[src/rtl/axi_arbiter_pkg.sv]
// Shared definitions for the two-master AXI-lite arbiter.
// State encoding and master indices used across the arbiter files.
package axi_arbiter_pkg;

    typedef enum logic [2:0] {
        IDLE  = 3'd0,
        RD_A  = 3'd1,
        RD_D  = 3'd2,
        WR_AW = 3'd3,
        WR_B  = 3'd4
    } state_t;

    localparam logic IFU = 1'b0;
    localparam logic LSU = 1'b1;

endpackage

[src/rtl/rr_arbiter2.sv]
// Two-way round-robin winner select.
// On a tie the master that did not win last time is chosen.
module rr_arbiter2 (
    input  logic [1:0] req,
    input  logic       last,
    output logic       valid,
    output logic       winner
);

    // Pick the sole requester, or alternate on a tie
    always_comb begin
        valid  = |req;
        winner = (req == 2'b11) ? ~last : req[1];
    end

endmodule

[src/rtl/axi_arbiter.sv]
// AXI-lite arbiter: IFU and LSU share one downstream master port.
// One full transaction is granted at a time, round-robin between masters.
module axi_arbiter
    import axi_arbiter_pkg::*;
#(
    parameter int ADDR_WIDTH  = 32,
    parameter int DATA_WIDTH  = 32,
    parameter int NUM_MASTERS = 2
) (
    input  logic                              clk,
    input  logic                              rst,
    input  logic [NUM_MASTERS*ADDR_WIDTH-1:0] m_araddr,
    input  logic [NUM_MASTERS-1:0]            m_arvalid,
    output logic [NUM_MASTERS-1:0]            m_arready,
    output logic [NUM_MASTERS*DATA_WIDTH-1:0] m_rdata,
    output logic [NUM_MASTERS-1:0]            m_rvalid,
    input  logic [NUM_MASTERS-1:0]            m_rready,
    input  logic [NUM_MASTERS*ADDR_WIDTH-1:0] m_awaddr,
    input  logic [NUM_MASTERS-1:0]            m_awvalid,
    output logic [NUM_MASTERS-1:0]            m_awready,
    input  logic [NUM_MASTERS*DATA_WIDTH-1:0] m_wdata,
    input  logic [NUM_MASTERS*4-1:0]          m_wstrb,
    input  logic [NUM_MASTERS-1:0]            m_wvalid,
    output logic [NUM_MASTERS-1:0]            m_wready,
    output logic [NUM_MASTERS-1:0]            m_bvalid,
    input  logic [NUM_MASTERS-1:0]            m_bready,
    output logic [ADDR_WIDTH-1:0]             s_araddr,
    output logic                              s_arvalid,
    input  logic                              s_arready,
    input  logic [DATA_WIDTH-1:0]             s_rdata,
    input  logic                              s_rvalid,
    output logic                              s_rready,
    output logic [ADDR_WIDTH-1:0]             s_awaddr,
    output logic                              s_awvalid,
    input  logic                              s_awready,
    output logic [DATA_WIDTH-1:0]             s_wdata,
    output logic [3:0]                        s_wstrb,
    output logic                              s_wvalid,
    input  logic                              s_wready,
    input  logic                              s_bvalid,
    output logic                              s_bready
);

    state_t     state;
    logic       gnt;
    logic       last;
    logic       aw_done;
    logic       w_done;
    logic [1:0] req;
    logic       req_any;
    logic       winner;
    logic       ar_hs;
    logic       r_hs;
    logic       aw_hs;
    logic       w_hs;
    logic       b_hs;

    assign req = m_arvalid | m_awvalid;

    rr_arbiter2 u_rr (
        .req    (req),
        .last   (last),
        .valid  (req_any),
        .winner (winner)
    );

    assign ar_hs = s_arvalid & s_arready;
    assign r_hs  = s_rvalid  & s_rready;
    assign aw_hs = s_awvalid & s_awready;
    assign w_hs  = s_wvalid  & s_wready;
    assign b_hs  = s_bvalid  & s_bready;

    // Payload paths follow the grant; only sampled during handshakes
    always_comb begin
        s_araddr = gnt ? m_araddr[ADDR_WIDTH +: ADDR_WIDTH]
                       : m_araddr[0 +: ADDR_WIDTH];
        s_awaddr = gnt ? m_awaddr[ADDR_WIDTH +: ADDR_WIDTH]
                       : m_awaddr[0 +: ADDR_WIDTH];
        s_wdata  = gnt ? m_wdata[DATA_WIDTH +: DATA_WIDTH]
                       : m_wdata[0 +: DATA_WIDTH];
        s_wstrb  = gnt ? m_wstrb[4 +: 4] : m_wstrb[0 +: 4];
        m_rdata  = {NUM_MASTERS{s_rdata}};
    end

    // Route handshake signals between the granted master and the slave
    always_comb begin
        s_arvalid = 1'b0;
        s_rready  = 1'b0;
        s_awvalid = 1'b0;
        s_wvalid  = 1'b0;
        s_bready  = 1'b0;
        m_arready = '0;
        m_rvalid  = '0;
        m_awready = '0;
        m_wready  = '0;
        m_bvalid  = '0;
        unique case (state)
            RD_A: begin
                s_arvalid      = m_arvalid[gnt];
                m_arready[gnt] = s_arready;
            end
            RD_D: begin
                m_rvalid[gnt] = s_rvalid;
                s_rready      = m_rready[gnt];
            end
            WR_AW: begin
                s_awvalid      = m_awvalid[gnt] & ~aw_done;
                s_wvalid       = m_wvalid[gnt] & ~w_done;
                m_awready[gnt] = s_awready & ~aw_done;
                m_wready[gnt]  = s_wready & ~w_done;
            end
            WR_B: begin
                m_bvalid[gnt] = s_bvalid;
                s_bready      = m_bready[gnt];
            end
            default: ;
        endcase
    end

    // Transaction sequencer: arbitrate, then walk one read or write
    always_ff @(posedge clk) begin
        if (rst) begin
            state   <= IDLE;
            gnt     <= IFU;
            last    <= LSU;
            aw_done <= 1'b0;
            w_done  <= 1'b0;
        end else begin
            unique case (state)
                IDLE: begin
                    if (req_any) begin
                        gnt   <= winner;
                        last  <= winner;
                        state <= m_arvalid[winner] ? RD_A : WR_AW;
                    end
                end
                RD_A: begin
                    if (ar_hs) state <= RD_D;
                end
                RD_D: begin
                    if (r_hs) state <= IDLE;
                end
                WR_AW: begin
                    if ((aw_done | aw_hs) & (w_done | w_hs)) begin
                        state   <= WR_B;
                        aw_done <= 1'b0;
                        w_done  <= 1'b0;
                    end else begin
                        aw_done <= aw_done | aw_hs;
                        w_done  <= w_done | w_hs;
                    end
                end
                WR_B: begin
                    if (b_hs) state <= IDLE;
                end
                default: state <= IDLE;
            endcase
        end
    end

endmodule
[config.mk]
export PLATFORM = sky130hd
export DESIGN_NAME = axi_arbiter
export DESIGN_NICKNAME = d
export VERILOG_FILES = /design/src/rtl/axi_arbiter_pkg.sv /design/src/rtl/rr_arbiter2.sv /design/src/rtl/axi_arbiter.sv
export SDC_FILE = /design/constraint.sdc
export NUM_CORES = 1
export LEC_CHECK = 0
export CAP_MARGIN = 10
export CELL_PAD_IN_SITES_DETAIL_PLACEMENT = 1
export CELL_PAD_IN_SITES_GLOBAL_PLACEMENT = 1
export CORE_AREA = 4 4 165 167
export CTS_CLUSTER_SIZE = 24
export DETAILED_ROUTE_END_ITERATION = 16
export DIE_AREA = 0 0 169 171
export PLACE_DENSITY = 0.75
export SLEW_MARGIN = 20
export SYNTH_ARGS = -nofsm -noshare
export SYNTH_HDL_FRONTEND = slang
export SYNTH_SLANG_ARGS = --single-unit
[constraint.sdc]
create_clock -name clk -period 1.82 [get_ports clk]
set_input_delay 0.364 -clock clk [delete_from_list [all_inputs] [get_ports clk]]
set_output_delay 0.364 -clock clk [all_outputs]
set_load 0.1 [all_outputs]
==> Word-level counts from Yosys, hierarchy flattened <==
Cells that the tools add are included.
{ "word_totals": {"regBits": 7, "in_bits": 249} }
{ "op_classes": {"n_reduce_logical": 5, "muxes": 38, "order_cmp": 3, "n_eq_ne": 10, "bitwise": 21} }
{ "op_table": {"columns": ["op", "count"], "rows": [
  ["2-to-1 mux 32 bit", 3],
  ["2-to-1 mux 1 bit", 21],
  ["2-to-1 mux 3 bit", 5],
  ["one-hot mux 3 bit (5 select lines)", 1],
  ["2-to-1 mux 2 bit", 6],
  ["AND 1 bit", 10],
  ["AND 2 bit", 5],
  ["inequality test 2 bit, second input constant", 5],
  ["equality test 3 x 2 -> 1 bit, second input constant", 2],
  ["AND reduction 5 bit", 1],
  ["less-than comparator 1 x 2 -> 1 bit, second input constant", 2],
  ["2-to-1 mux 4 bit", 1],
  ["equality test 3 x 1 -> 1 bit, second input constant", 1],
  ["equality test 3 bit, second input constant", 1],
  ["logical NOT 3 bit", 1],
  ["inverter 1 bit", 3],
  ["equality test 2 bit, second input constant", 1],
  ["OR 1 bit", 2],
  ["OR 2 bit", 1],
  ["AND reduction 2 bit", 1],
  ["OR reduction 2 bit", 1],
  ["demux 1 bit (select 1 bit)", 1],
  ["greater-or-equal comparator 1 bit, second input constant", 1],
  ["logical AND 1 bit", 1]
]} }

==> Longest topological paths before layout <==
{ "logic_depth": {"depth_word": 9, "ltp_mapped": 7} }

==> By module <==
A second synthesis with hierarchy kept.
{ "hier_totals": {"cells_unflattened": 258, "area_unflattened_um2": 2225.9} }
{ "modules_own_cells": {"columns": ["mod", "area_per_inst_um2", "instances", "seq_area_each_um2", "cells_per_inst"], "rows": [
  ["axi_arbiter", 2212.1, 1, 140.1, 256],
  ["rr_arbiter2", 13.8, 1, 0.0, 2]
]} }

==> Worst setup path after synthesis <==
Ideal clock, no wire load.
{ "synth_timing": {"kind": "register to output", "startpoint": "register state[0]", "endpoint": "output m_awready[0]", "slack_ps": -2551, "n_path_buf": 1, "stages_incl_launch_ff": 4, "arrival_ps": 4007, "t_required_ps": 1456, "path_cell_list": "dfxtp_1 -> buf_2 -> nand3_1 -> nor4b_1"} }
{ "synth_via": {"elab_chain_cells": 2} }
{ "synth_lines": {"columns": ["element", "line", "rtl"], "rows": [
  ["from (decl)", "axi_arbiter.sv:44", "state_t state;"],
  ["from (signal assigned)", "axi_arbiter.sv:134", "state <= m_arvalid[winner] ? RD_A : WR_AW;"],
  ["equality test 3 x 2 -> 1 bit", "axi_arbiter.sv:97", "unique case (state)"],
  ["2-to-1 mux 2 bit", "axi_arbiter.sv:97", null],
  ["to (decl)", "axi_arbiter.sv:20", "output logic [NUM_MASTERS-1:0] m_awready,"]
]} }
No other way between the ends.

==> Final worst setup path <==
{ "layout_timing": {"startpoint": "register gnt", "endpoint": "output s_awvalid"} }
{ "layout_via": {"elab_chain_cells": 4} }
{ "layout_lines": {"columns": ["element", "line", "rtl"], "rows": [
  ["from (decl)", "axi_arbiter.sv:45", "logic gnt;"],
  ["from (signal assigned)", "axi_arbiter.sv:132", "gnt <= winner;"],
  ["2-to-1 mux 1 bit (not written as such) (2 in a row)", "axi_arbiter.sv:107", "s_awvalid = m_awvalid[gnt] & ~aw_done;"],
  ["AND 1 bit", "axi_arbiter.sv:107", null],
  ["2-to-1 mux 1 bit", "axi_arbiter.sv:97", null],
  ["to (decl)", "axi_arbiter.sv:34", "output logic s_awvalid,"]
]} }
No other way between the ends. The select of a mux whose other input is x is not followed.

==> results by group <==
Outcome
  – Status: finished with violations
  – Failing checks: negative setup slack

Logic synthesis
  – Synth warn: 0
  – Synthesized cell area: 2280 um^2
  – Synth area leaders: mux2_2 51%, buf_4 21%, dfxtp_1 6.1%, nor2_1 2.6%, nor4b_1 1.5%
  – Sequential area share after synthesis: 6.14%
  – Top_reg_cell synth: dfxtp_1
  – Post-synth EDFFs: 0
  – FFs w/ async S/R, synth: 0%
  – Synth Instances: 259
  – Post-Synthesis Mean Instance Area: 8.81 um^2
  – Mapped Nets: 508
  – #FFs+latches synth: 7
  – Count of cell types in the netlist: 32
  – Post-synth top area share: 51.3%
  – Synth area leader: mux2_2

STA
  – Setup Skew: 0.00305 ns
  – Unrepaired setup endpoints after global routing: yes
  – Tcrit/Tclk final: 105%
  – Relative slew slack: 72.8%
  – Final setup TNS: -2.68 ns
  – Max Clock Freq: 523 MHz
  – Final setup vio count: 82
  – Final Max Slew Viols: 0
  – Slew at the pin with the worst max-slew slack: 0.404 ns
  – Min Clock Period, post-route: 1.91 ns
  – Worst Setup Slack, final: -0.0909 ns
  – Final hold violations: 0

Route
  – WL/cell: 18.5 um
  – DRT iter0 DRCs: 72
  – DR vias: 3116
  – Post-DRT Antenna Nets: 0
  – Drt total wl: 16.3 mm
  – Drt first pass iters: 4
  – DRC: 0
  – Via density per instance: 3.53

Floorplanning
  – DIE HEIGHT: 171 um
  – I/O pin cnt: 428
  – Core ar.: 25800 um^2
  – Die X-Extent: 169 um
  – Die Footprint: 28900 um^2
  – Initial Util: 8.85%
  – Row count: 59

Power and ir drop
  – Peak VDD IR: 0.927 mV
  – Power per cell area: 1500 nW/um^2
  – Static Leak: 3.05 nW

Worst setup path
  – CP Max Fanout: 7
  – Crit path cell chain: buf_12 -> buf_8 -> mux2_4 -> nor3b_4 -> buf_12
  – CP Launch Type: register
  – Crit-path most repeated cell: buf_12
  – Max incr delay on CP: 0.35 ns
  – Worst setup EP type: output port
  – Kind of critical path: reg2out
  – WP data required: 1.46 ns
  – Slowest cell on crit path: dfxtp_4
  – WP data arrival: 1.55 ns

Finish
  – Layout cells sized above 1: 52.3%
  – Most common cell after layout, fill and taps aside: clkdlybuf4s50_1
  – Syn-to-layout area delta: 234%
  – Commonest non-fill, non-tap cells in the layout: 211 x clkdlybuf4s50_1, 120 x buf_12, 72 x mux2_4, 32 x mux2_2, 14 x buf_4
  – Final #Nets: 797
  – Ant diodes: 0

CTS
  – CTS Buffer Depth: 2
  – Clock sinks: 7
  – H-tree levels: 1
  – Reg clk slew, reported paths: 0.04 ns
  – Post-CTS Hold Fix Bufs: 0
  – Worst-Skew Late Latency: 0.23 ns
  – CTS tree: built
  – Clock root cell: clkbuf_16
  – Num CTS Buffers: 3

Placed design
  – GPL Wtd Cong: 0.691
  – Pre-CTS WS: -0.373 ns
  – Port Buffers: 331
  – Post-DP HPWL: 13.9 mm

GRT
  – Global route overflow: 0
  – Vias in the first global route: 3558
  – Initial antenna violation count: 0
  – Largest net degree at the start of global routing: 35
  – First-pass GRT wire length: 21.8 mm
  – GR Util All Layers: 9.74%

Min path
  – Min-Delay Path Class: reg2reg

Run
  – Max-cap violations: 0
==> timing repair <==
item / in CTS / in global routing
resized for setup: 65 / 43
gates cloned: 1 / 2
endpoints found under the hold margin: 0 / 0
endpoints found under the setup margin: 117 / 117
pin swaps: 4 / 2
setup buffers: 9 / 2
==> synth_stat cells, types with 3 or more instances <==
master    instances
nor4b_1           4
nor3b_1           4
a21oi_1           4
o21ai_0           3
nor3_1            6
buf_4            65
nand2_1           6
mux2_2          104
nor2_1           16
dfxtp_1           7
clkbuf_1          8
buf_2             6
==> state kept, by name, summed over array words and instances, names as in the netlist <==
register  cells
state         3
aw_done       1
gnt           1
last          1
w_done        1
==> per-stage QoR <==
| stage | power (mW) | area, um^2 | instances | utilization [%] | hold WS (ns) |
|---|---|---|---|---|---|
| floorplan | 7.02 | 2460 | 259 | - | 0.507 |
| global placement | 10.2 | 6970 | 865 | 27.0 | 0.542 |
| detailed placement | 10.3 | 6970 | 865 | 27.0 | 0.565 |
| CTS | 11.1 | 7380 | 878 | 28.6 | 0.574 |
| global route | 11.8 | 7620 | 882 | 29.6 | 0.623 |
| finish | 11.5 | 7620 | 882 | 29.6 | 0.564 |
==> power breakdown <==
group	switching (mW)	leakage, nW	internal [mW]	total (mW)
clock network	0.0830	0.0382	0.292	0.375
logic	6.36	2.95	4.44	10.8
registers	0.0817	0.0595	0.207	0.289
total	6.52	3.05	4.93	11.5
==> kinds of logic (layout without fill, tap and decap cells) <==
group	Yosys count	in the layout	synth area share, %
mux	106	106	52.2
flops	7	7	6.14
compound gates	17	17	6.03
buf+inv	82	370	24.5
simple gates	47	47	11.1
==> per-layer routing <==
| metal | part of all wire, % | up-vias | GRT usage [%] |
|---|---|---|---|
| li1 | - | 1443 | - |
| met1 | 37 | 1467 | 11.3 |
| met2 | 54 | 176 | 18.0 |
| met3 | 7.9 | 30 | 2.52 |
| met4 | 1.8 | 0 | 2.14 |
| met5 | 0 | - | 0 |
==> worst max-delay path: cells and delay by family, from the launching register on <==
family	cells	cell delay, ns
flip-flops	1	0.35
buffers and inverters	3	0.45
AND/OR/NAND/NOR	1	0.17
multiplexers	1	0.33
==> final cells by class <==
cell class / instances / area (um^2)
clock buffers: 4 / 78.8
fillers: 2795 / 18100
inverters: 2 / 11.3
multi-input cells: 170 / 2050
flip-flops and latches: 7 / 150
well taps: 335 / 419
repair buffers: 364 / 4910
==> final timing paths <==
kind         slack [ns]  from  depth (start not counted)        end
max reg2reg        0.02   gnt                          5   state[2]
min                0.56  last                          1       last
max               -0.09   gnt                          5  s_awvalid
min reg2reg        0.56  last                          1       last
Note: power is estimated with default switching activity, not from simulation.
